File: src/rtl/hex_edit_bank.sv
// Push-button hex editor for NREGS registers: per-button sync/debounce, auto-repeat,
// cursor and nibble editing with wrap-around, a one-hot blink mask and an edit pulse.
module hex_edit_bank #(
    parameter int unsigned WIDTH      = 32,
    parameter int unsigned NREGS      = 2,
    parameter logic [NREGS*WIDTH-1:0] INIT = {32'h12345678, 32'h87654321},
    parameter int unsigned DEB_CYCLES = 16,
    parameter int unsigned REP_DELAY  = 50_000_000,
    parameter int unsigned REP_RATE   = 10_000_000,
    localparam int unsigned NDIG      = WIDTH / 4,
    localparam int unsigned SW        = (NREGS > 1) ? $clog2(NREGS) : 1,
    localparam int unsigned CW        = (NDIG > 1) ? $clog2(NDIG) : 1
) (
    input  logic                   clk,
    input  logic                   rst,
    input  logic [3:0]             BTN,
    input  logic                   edit_en,
    input  logic [SW-1:0]          sel,
    output logic [NREGS*WIDTH-1:0] values,
    output logic [CW-1:0]          cursor,
    output logic [NDIG-1:0]        blink,
    output logic                   changed
);
    localparam int unsigned DW   = $clog2(DEB_CYCLES) + 1;
    localparam int unsigned TMAX = (REP_DELAY > REP_RATE) ? REP_DELAY : REP_RATE;
    localparam int unsigned TW   = $clog2(TMAX + 1) + 1;

    logic [3:0]       sync1_q, sync2_q;
    logic [1:0]       valid_q;
    logic [DW-1:0]    deb_cnt_q [4];
    logic [DW-1:0]    deb_cnt_d [4];
    logic [TW-1:0]    tmr_q [4];
    logic [TW-1:0]    tmr_d [4];
    logic [3:0]       level_q, level_d, rise_q, rise_d;
    logic [3:0]       arm_q, arm_d, phase_q, phase_d;
    logic [3:0]       tick, ev;

    logic [WIDTH-1:0] vals_q [NREGS];
    logic [WIDTH-1:0] vals_d [NREGS];
    logic [CW-1:0]    cursor_q, cursor_d;
    logic [NDIG-1:0]  blink_q, blink_d;
    logic             changed_q, changed_d;
    logic [3:0]       nib;

    // A button held through reset stays disarmed until it has been seen released,
    // so the post-reset debounce of a still-held key never counts as a press.
    always_comb begin
        for (int unsigned b = 0; b < 4; b++) begin
            deb_cnt_d[b] = deb_cnt_q[b];
            level_d[b]   = level_q[b];
            rise_d[b]    = 1'b0;
            if (sync2_q[b] == level_q[b]) begin
                deb_cnt_d[b] = '0;
            end else if (deb_cnt_q[b] == DW'(DEB_CYCLES - 1)) begin
                level_d[b]   = sync2_q[b];
                rise_d[b]    = sync2_q[b];
                deb_cnt_d[b] = '0;
            end else begin
                deb_cnt_d[b] = deb_cnt_q[b] + 1'b1;
            end

            tick[b] = (REP_DELAY != 0) && level_q[b] &&
                      (tmr_q[b] == (phase_q[b] ? TW'(REP_RATE) : TW'(REP_DELAY)));
            tmr_d[b]   = tmr_q[b];
            phase_d[b] = phase_q[b];
            if (!level_q[b] || REP_DELAY == 0) begin
                tmr_d[b]   = '0;
                phase_d[b] = 1'b0;
            end else if (tick[b]) begin
                tmr_d[b]   = TW'(1);
                phase_d[b] = 1'b1;
            end else begin
                tmr_d[b] = tmr_q[b] + 1'b1;
            end

            arm_d[b] = arm_q[b] | (valid_q[1] & ~sync2_q[b] & ~level_q[b]);
            ev[b]    = arm_q[b] & (rise_q[b] | tick[b]);
        end
    end

    // The nibble edit reads the old cursor; the cursor move is computed separately.
    always_comb begin
        for (int unsigned r = 0; r < NREGS; r++) begin
            vals_d[r] = vals_q[r];
        end
        cursor_d  = cursor_q;
        changed_d = 1'b0;
        blink_d   = '0;
        nib       = '0;
        if (edit_en) begin
            if (ev[2] ^ ev[3]) begin
                for (int unsigned r = 0; r < NREGS; r++) begin
                    if (SW'(r) == sel) begin
                        nib = vals_q[r][{cursor_q, 2'b00} +: 4];
                        vals_d[r][{cursor_q, 2'b00} +: 4] = ev[2] ? nib + 4'd1 : nib - 4'd1;
                        changed_d = 1'b1;
                    end
                end
            end
            if (ev[0] && !ev[1]) begin
                cursor_d = (cursor_q == CW'(NDIG - 1)) ? '0 : cursor_q + 1'b1;
            end else if (ev[1] && !ev[0]) begin
                cursor_d = (cursor_q == '0) ? CW'(NDIG - 1) : cursor_q - 1'b1;
            end
            blink_d = NDIG'(1) << cursor_d;
        end
    end

    always_ff @(posedge clk) begin
        if (rst) begin
            sync1_q   <= '0;
            sync2_q   <= '0;
            valid_q   <= '0;
            level_q   <= '0;
            rise_q    <= '0;
            arm_q     <= '0;
            phase_q   <= '0;
            for (int unsigned b = 0; b < 4; b++) begin
                deb_cnt_q[b] <= '0;
                tmr_q[b]     <= '0;
            end
            for (int unsigned r = 0; r < NREGS; r++) begin
                vals_q[r] <= INIT[r*WIDTH +: WIDTH];
            end
            cursor_q  <= '0;
            blink_q   <= '0;
            changed_q <= 1'b0;
        end else begin
            sync1_q   <= BTN;
            sync2_q   <= sync1_q;
            valid_q   <= {valid_q[0], 1'b1};
            level_q   <= level_d;
            rise_q    <= rise_d;
            arm_q     <= arm_d;
            phase_q   <= phase_d;
            for (int unsigned b = 0; b < 4; b++) begin
                deb_cnt_q[b] <= deb_cnt_d[b];
                tmr_q[b]     <= tmr_d[b];
            end
            for (int unsigned r = 0; r < NREGS; r++) begin
                vals_q[r] <= vals_d[r];
            end
            cursor_q  <= cursor_d;
            blink_q   <= blink_d;
            changed_q <= changed_d;
        end
    end

    for (genvar r = 0; r < NREGS; r++) begin : g_flat
        assign values[r*WIDTH +: WIDTH] = vals_q[r];
    end
    assign cursor  = cursor_q;
    assign blink   = blink_q;
    assign changed = changed_q;
endmodule
File: config.mk
export PLATFORM = sky130hd
export DESIGN_NAME = hex_edit_bank
export DESIGN_NICKNAME = d
export VERILOG_FILES = /design/src/rtl/hex_edit_bank.sv
export SDC_FILE = /design/constraint.sdc
export NUM_CORES = 1
export LEC_CHECK = 0
export CAP_MARGIN = 15
export CORE_MARGIN = 4
export CORE_UTILIZATION = 48
export CTS_CLUSTER_DIAMETER = 40
export DETAILED_ROUTE_END_ITERATION = 12
export GPL_ROUTABILITY_DRIVEN = 0
export HOLD_SLACK_MARGIN = 0.08
export PLACE_DENSITY = 0.76
export SYNTH_ARGS = -nofsm -noshare
export SYNTH_HDL_FRONTEND = slang
export SYNTH_SLANG_ARGS = --single-unit
export TNS_END_PERCENT = 20
File: constraint.sdc
create_clock -name clk -period 4.65 [get_ports clk]
set_clock_uncertainty 0.2 [all_clocks]
set_input_delay 0.6975 -clock clk [delete_from_list [all_inputs] [get_ports clk]]
set_output_delay 0.6975 -clock clk [all_outputs]
set_load 0.05 [all_outputs]
---- Yosys cells after proc, flatten, opt, wreduce, memory -nomap -nowiden ----
Memory sizes are Yosys's and may differ from the RTL's.
Index checks and enable logic that the tools add are counted.
word-level totals
  bits in registers ....................... 38
  bits in writable memories ............... 192
  bits of input ports ..................... 8
  output and inout port bits .............. 76
  word-level logic and storage cells ...... 175
  memories ................................ 3
memory list
  name       depth  bits a word  rd ports  clocked after memory_dff  wr ports  RTL line  text
  tmr_q      4      27           4         0                         4         32        logic [TW-1:0] tmr_q [4];
  vals_q     2      32           2         0                         2         38        logic [WIDTH-1:0] vals_q [NREGS];
  deb_cnt_q  4      5            4         0                         4         30        logic [DW-1:0] deb_cnt_q [4];
operators by class
  add/subtract/negate cells ............... 15
  equality and inequality tests ........... 13
  shift-type cells ........................ 6
  muxes and demuxes ....................... 48
  bitwise logic cells ..................... 48
  reductions and logical operators ........ 22
operator list
  operator                                                                number
  27-bit two-way mux                                                      12
  32-bit two-way mux                                                      4
  64-bit two-way mux                                                      2
  27-bit by 1-bit adder with 27-bit output, second input constant         4
  27-bit by 26-bit equality test with 1-bit output                        4
  26-bit two-way mux                                                      4
  32-bit bitwise mux                                                      2
  32-bit by 6-bit indexed part select with 4-bit output                   2
  4-bit by 7-bit indexed part select with 32-bit output                   2
  5-bit two-way mux                                                       12
  4-bit by 7-bit variable shift with 32-bit output, first input constant  1
  5-bit by 1-bit adder with 5-bit output, second input constant           4
  5-bit by 4-bit equality test with 1-bit output, second input constant   4
  1-bit bitwise OR                                                        18
  1-bit inverter                                                          17
  3-bit two-way mux                                                       5
  1-bit AND                                                               12
  3-bit OR reduction                                                      4
  2-bit OR reduction                                                      5
  4-bit by 1-bit adder with 4-bit output, second input constant           2
  4-bit two-way mux                                                       2
  2-bit AND reduction                                                     4
  1-bit by 3-bit left shift with 8-bit output, first input constant       1
  4-bit by 1-bit subtractor with 4-bit output, second input constant      2
  10 further kinds                                                        23

---- Longest topological paths before layout ----
Gate-level depths: netlist (run 1).
  word-level depth ........................ 12
  mapped depth ............................ 11

---- Least setup slack after synthesis (run 1) ----
Ideal clock, no wire load.
  kind .................................... register -> register
  start ................................... register cursor_q[0], in the netlist cursor[0]
  end ..................................... memory vals_q[0][29]
  arrival time ............................ 3.427 ns
  required time ........................... 4.379 ns
  setup slack ............................. 0.952 ns
  cell stages (with the launch flop) ...... 11
  clock period less this slack ............ 3.698 ns
  cells stage by stage .................... dfxtp_1 > buf_2 > buf_4 > buf_1 > mux4_2 > nand2_1 > nand2_1 > fa_1 > nand2_1 > or4_1 > a21oi_1
RTL lines
  element                 RTL line  text
  from (decl)             40        logic [CW-1:0] cursor_q, cursor_d;
  from (signal assigned)  143       cursor_q <= cursor_d;
  to (decl)               38

==> flow_summary.toml, run 1 <==
[job]
maxCapViolations = 0

[route]
first_pass_iters = 5
drc = 0
postRouteAntennaNets = 0
post_drt_wl_per_cell_um = 17.3
routed_wl_um = 27000
vias = 9213
avgViaCountPerCell = 5.89
initialDrtViolationCount = 897

[grt]
first_global_vias = 9047
grt_max_degree = 66
antenna_found_initial = 0
grt.overflow.total = 0
track_usage_pct = 21.9
grt_pass1_wl_um = 45000

[outcome]
outcome = "completed"

[cells_and_area]
nets = 1297
drive_gt1_share_pct = 7.40
stdcell_count = 1564
diodes = 0
finalCoreUtilization_pct = 58.3
final.fill_count = 1851
area_growth_pct = 19.4

[floorplan]
die_area_sq_um = 24600
die_w_um = 157
core_sq_um = 21800
io_pins = 84
die_h_um = 157
start_util_pct = 48.8
num_rows = 54

[worst_setup_path]
end_kind = "flip-flop"
crit_fanout = 18
cp.arrival_ns = 3.90
worst_r2r_path_depth = 7
cp.required_ns = 4.89
critical_path_class = "reg2reg"
cp-start-kind = "flip-flop"

[sta]
period_share_pct = 78.6
whs_ns = 0.248
drv_slew = 0
fin_ws_ns = 0.996
period_needed_ns = 3.65
fmax_mhz = 274
finalSetupTns_ns = 0
setup_viol = 0
final_hold_viol_count = 0
worst_pin_slew_ns = 0.998
max-slew-margin-rel_pct = 33.3
rsz0062_at_grt = "no"

[yosys]
yosys-top-cells-area = "dfxtp_1 43%, nor2_1 6.4%, xor2_1 6.1%, mux4_2 3.4%, xnor2_1 3.4%"
ys.flop_type = "dfxtp_1"
synth_mux_area_share_pct = 3.95
yosysUniqueCellTypes = 63
synth-xor-area-share_pct = 9.92
syn-num-nets = 1234
yosysSeqAreaShare_pct = 43.2
yosys.area.top_type_share_pct = 43.2
syn_area_sq_um = 10700
netlist.top_cell.by_area = "dfxtp_1"
synthSimpleGateAreaFrac_pct = 24.8
synth_fa_ha_area_share_pct = 3.55
netlist_instances = 1197
yosys_warnings = 0
synth_top_family_by_area = "simple AND/OR/NAND/NOR gates"
postSynth.asyncResetShare_pct = 0
synth_seq_cells = 230
avgSynthCellArea_sq_um = 8.90
synth_compound_area_share_pct = 10.6
synth_edf_count = 0

[placed_design]
io_buffers = 83
placedCellCount = 1507
dp_hpwl_um = 17900
dpl_worst_slack_ns = 1.08

[clock_network]
cts_resized = 0
clock_path_buffers = 3
cts_tree = "done"
clkLatencyLatePin_ns = 0.55
post_cts_buffers = 0
cts-root-buf = "clkbuf_16"
cts_sinks = 230
cts_buffers = 30
cts_max_level = 1
path_clk_slew_ns = 0.06
holdBufCountCts = 0

[power_and_ir_drop]
ir_drop_uv = 393
p_per_area_nw_per_um2 = 357
leakage_nw = 4.17

[worst_hold_path]
hold_depth = 1
hold_path.class = "reg2reg"
==> cells by family (layout without fill, tap and decap cells) <==
family | after synthesis | count (layout)
multiplexers | 22 | 22
AND/OR/NAND/NOR | 530 | 530
AO/OA/AOI/OAI | 169 | 169
adder cells (fa/ha/maj) | 29 | 29
XOR/XNOR | 118 | 118
flip-flops | 230 | 230
buffers and inverters | 99 | 186
==> cell usage in the layout (no fill, tap or decap), types with 5 or more instances in the layout <==
cell / n
a21oi_1: 45
a31oi_1: 15
and2_1: 5
and3_1: 15
and4_1: 11
buf_4: 10
clkbuf_16: 30
clkbuf_8: 5
clkdlybuf4s50_1: 82
dfxtp_1: 230
ha_1: 27
inv_1: 34
inv_6: 6
mux2i_1: 6
mux4_2: 16
nand2_1: 89
nand3_1: 67
nand4_1: 42
nor2_1: 182
nor2b_1: 14
nor3_1: 20
nor4_1: 29
nor4b_1: 9
nor4bb_1: 6
o21ai_0: 33
o311ai_0: 18
o31ai_1: 21
or3_1: 18
xnor2_1: 41
xor2_1: 74
==> metal layers <==
metal	share of wire [%]	global-route usage (%)
met1	42	28.7
met2	47	35.6
met3	7.6	3.74
met4	3.9	9.59
met5	0	0
==> metrics by stage <==
step | instance area [sq um] | total power [W]
final | 12700 | 0.00454
after global routing | 12700 | 0.00469
after CTS | 12700 | 0.00458
after detailed placement | 11600 | 0.00221
after global placement | 11600 | 0.00221
after floorplan | 10700 | 0.00216
==> where the power goes <==
part           switching, W  total, W  internal (W)  leakage, nW
sequential        0.0000129   0.00199       0.00198         1.86
clock              0.000914   0.00236       0.00145        0.506
combinational      0.000122  0.000186     0.0000632         1.81
==> cell type report <==
class / count / area [sq um] / area share, %
Multi-Input combinational cell: 868 / 5650 / 44.4
Sequential cell: 230 / 4600 / 36.2
Timing Repair Buffer: 94 / 928 / 7.30
Clock buffer: 38 / 831 / 6.53
Tap cell: 280 / 350 / 2.76
Clock inverter: 18 / 218 / 1.71
Inverter: 36 / 135 / 1.06
==> cell usage after synthesis (all sizes together), types with 9 or more instances <==
library cell    n
o21ai          36
and4           11
nand3          67
nand4          42
nand2          90
dfxtp         230
inv            36
xnor2          43
o31ai          21
a31oi          15
o311ai         18
nor3           20
clkbuf         46
nor2          182
nor4b           9
nor4           29
ha             27
or3            18
a21oi          46
buf            17
xor2           75
mux4           16
and3           15
nor2b          14
==> path summary, 6_finish.rpt <==
path               from      endpoint  slack (ns)
max           cursor[0]  vals_q[0][2]         1.0
min          sync1_q[0]    sync2_q[0]        0.25
max reg2reg   cursor[0]  vals_q[0][2]         1.0
min reg2reg  sync1_q[0]    sync2_q[0]        0.25
==> sequential cells by signal (all words and copies together), names as in the netlist <==
register   count
tmr_q        108
vals_q        64
deb_cnt_q     20
blink          8
arm_q          4
level_q        4
phase_q        4
rise_q         4
sync1_q        4
sync2_q        4
cursor         3
valid_q        2
changed        1
==> worst max-delay path: stages (launching register included) <==
cell and delay, ns:
dfxtp_1 0.92, inv_1 0.28, ha_1 0.29, ha_1 0.40
or4b_2 0.73, nor2_1 0.33, a21oi_1 0.13, a311oi_1 0.27
Note: power is estimated with default switching activity, not from simulation.
==> run 2: changes to the inputs <==
Clock period 4.65 ns to 3.65 ns, I/O delays scaled along.
==> run 2 against run 1 <==
  * Core utilization is 0.14 points lower
  * Critical path type unchanged
  * Register-to-register slack worse by 0.73 ns
  * First-iteration DRC count is 16% lower
  * Critical endpoint is now vals_q[0][30]
  * Sequential power is 28% higher
  * Via count is 1.2% lower
  * Setup slack worse by 0.73 ns
  * Clock power is 20% higher
==> flow_summary.toml, run 2 (synthesis results as in run 1) <==
[grt]
antenna_found_initial = 0
first_global_vias = 8830
grt_max_degree = 68
grt.overflow.total = 0
track_usage_pct = 21.2
grt_pass1_wl_um = 43600

[worst_setup_path]
ff2ff_setup_slack_ns = 0.27
critical_path_class = "reg2reg"
startpoint = "tmr_q[2][21]"
end_kind = "flip-flop"
cp.arrival_ns = 3.57
crit_fanout = 10
timing.rr.start = "tmr_q[2][21]"
cp.required_ns = 3.84
cp-start-kind = "flip-flop"

[cells_and_area]
reg.largest.list = "tmr_q: 108 flops, vals_q: 64 flops, deb_cnt_q: 20 flops"
fin_area_sq_um = 12700
final_common_cell = "dfxtp_1"
largest_reg_flops = 108
area_growth_pct = 19.1
layout_common_cells = "229 x dfxtp_1, 182 x nor2_1, 89 x nand2_1, 82 x clkdlybuf4s50_1, 74 x xor2_1"
diodes = 0
drive_gt1_share_pct = 7.75
top_register = "tmr_q"
nets = 1303

[route]
avgViaCountPerCell = 5.80
initialDrtViolationCount = 751
first_pass_iters = 5
routed_wl_um = 26400
postRouteAntennaNets = 0
post_drt_wl_per_cell_um = 16.8
vias = 9105
drc = 0

[worst_hold_path]
hold_path.class = "in2reg"
hold_path.startpoint = "rst"

[clock_network]
cts_resized = 0
cts_max_level = 1
holdBufCountCts = 0
cts_tree = "done"
cts_buffers = 30
cts_sinks = 230
cts-root-buf = "clkbuf_16"
clkLatencyLatePin_ns = 0.54
post_cts_buffers = 0
clock_path_buffers = 3
path_clk_slew_ns = 0.06

[sta]
period_needed_ns = 3.38
period_share_pct = 92.7
final_hold_viol_count = 0
finalSetupTns_ns = 0
rsz0062_at_grt = "no"
worst_pin_slew_ns = 1.00
fmax_mhz = 296
max-slew-margin-rel_pct = 33.0
drv_slew = 0
setup_viol = 0

[power_and_ir_drop]
ir_drop_uv = 359
total_power_w = 0.00562
leakage_nw = 4.18
p_per_area_nw_per_um2 = 443

[floorplan]
die_h_um = 157
start_util_pct = 48.8
io_pins = 84
die_area_sq_um = 24600
core_sq_um = 21800
die_w_um = 157
num_rows = 54

[placed_design]
place_area_sq_um = 11700
io_buffers = 83
dp_hpwl_um = 17500

[job]
maxCapViolations = 0

[outcome]
outcome = "completed"
run 2: area by class of cell:
| class | count | area (sq um) |
|---|---|---|
| Inverter | 36 | 135 |
| Multi-Input combinational cell | 868 | 5650 |
| Timing Repair Buffer | 100 | 966 |
| Fill cell | 1845 | 9140 |
| Sequential cell | 230 | 4610 |
| Clock buffer | 38 | 822 |
| Tap cell | 280 | 350 |
| Clock inverter | 18 | 158 |
run 2: worst max-delay path, stage by stage, from the launching register on:
cell	delay, ns
dfxtp_1	0.35
nor4b_1	0.33
and4_1	0.24
a31oi_1	0.05
o41a_1	0.44
buf_4	0.22
fa_1	0.45
xnor2_1	0.60
nor2_1	0.13
nand4_1	0.13
a21oi_1	0.08
run 2: per-layer routing:
layer / track usage, % / up-vias / wire, um
met4: 8.51 / 0 / 833
met5: 0 / - / 0
met2: 33.7 / 402 / 11800
li1: - / 4416 / -
met1: 28.0 / 4215 / 11500
met3: 5.00 / 72 / 2250
run 2: worst paths after layout:
check	depth (start not counted)	to
max	10	vals_q[0][30]
min reg2reg	1	deb_cnt_q[3][0]
max reg2reg	10	vals_q[0][30]
min	2	valid_q[0]
run 2: stage by stage:
step | std cells | util, % | setup slack (ns) | hold slack, ns
3_3_place_gp | 1514 | 53.6 | 0.517 | 0.220
6_report | 1570 | 58.1 | 0.266 | 0.132
2_1_floorplan | 1197 | - | 0.160 | 0.214
4_1_cts | 1570 | 58.1 | 0.275 | 0.126
3_5_place_dp | 1514 | 53.6 | 0.353 | 0.235
5_1_grt | 1570 | 58.1 | 0.0599 | 0.132
run 2: power breakdown:
part	switching [W]	internal, W
combinational	0.000157	0.0000791
sequential	0.0000145	0.00252
clock	0.00115	0.00169
==> run 3: changes to the inputs <==
Settings changed: TNS_END_PERCENT 20 to 10.
==> results of run 3 <==
The final DEF is identical to that of run 2; final timing and power are the same.
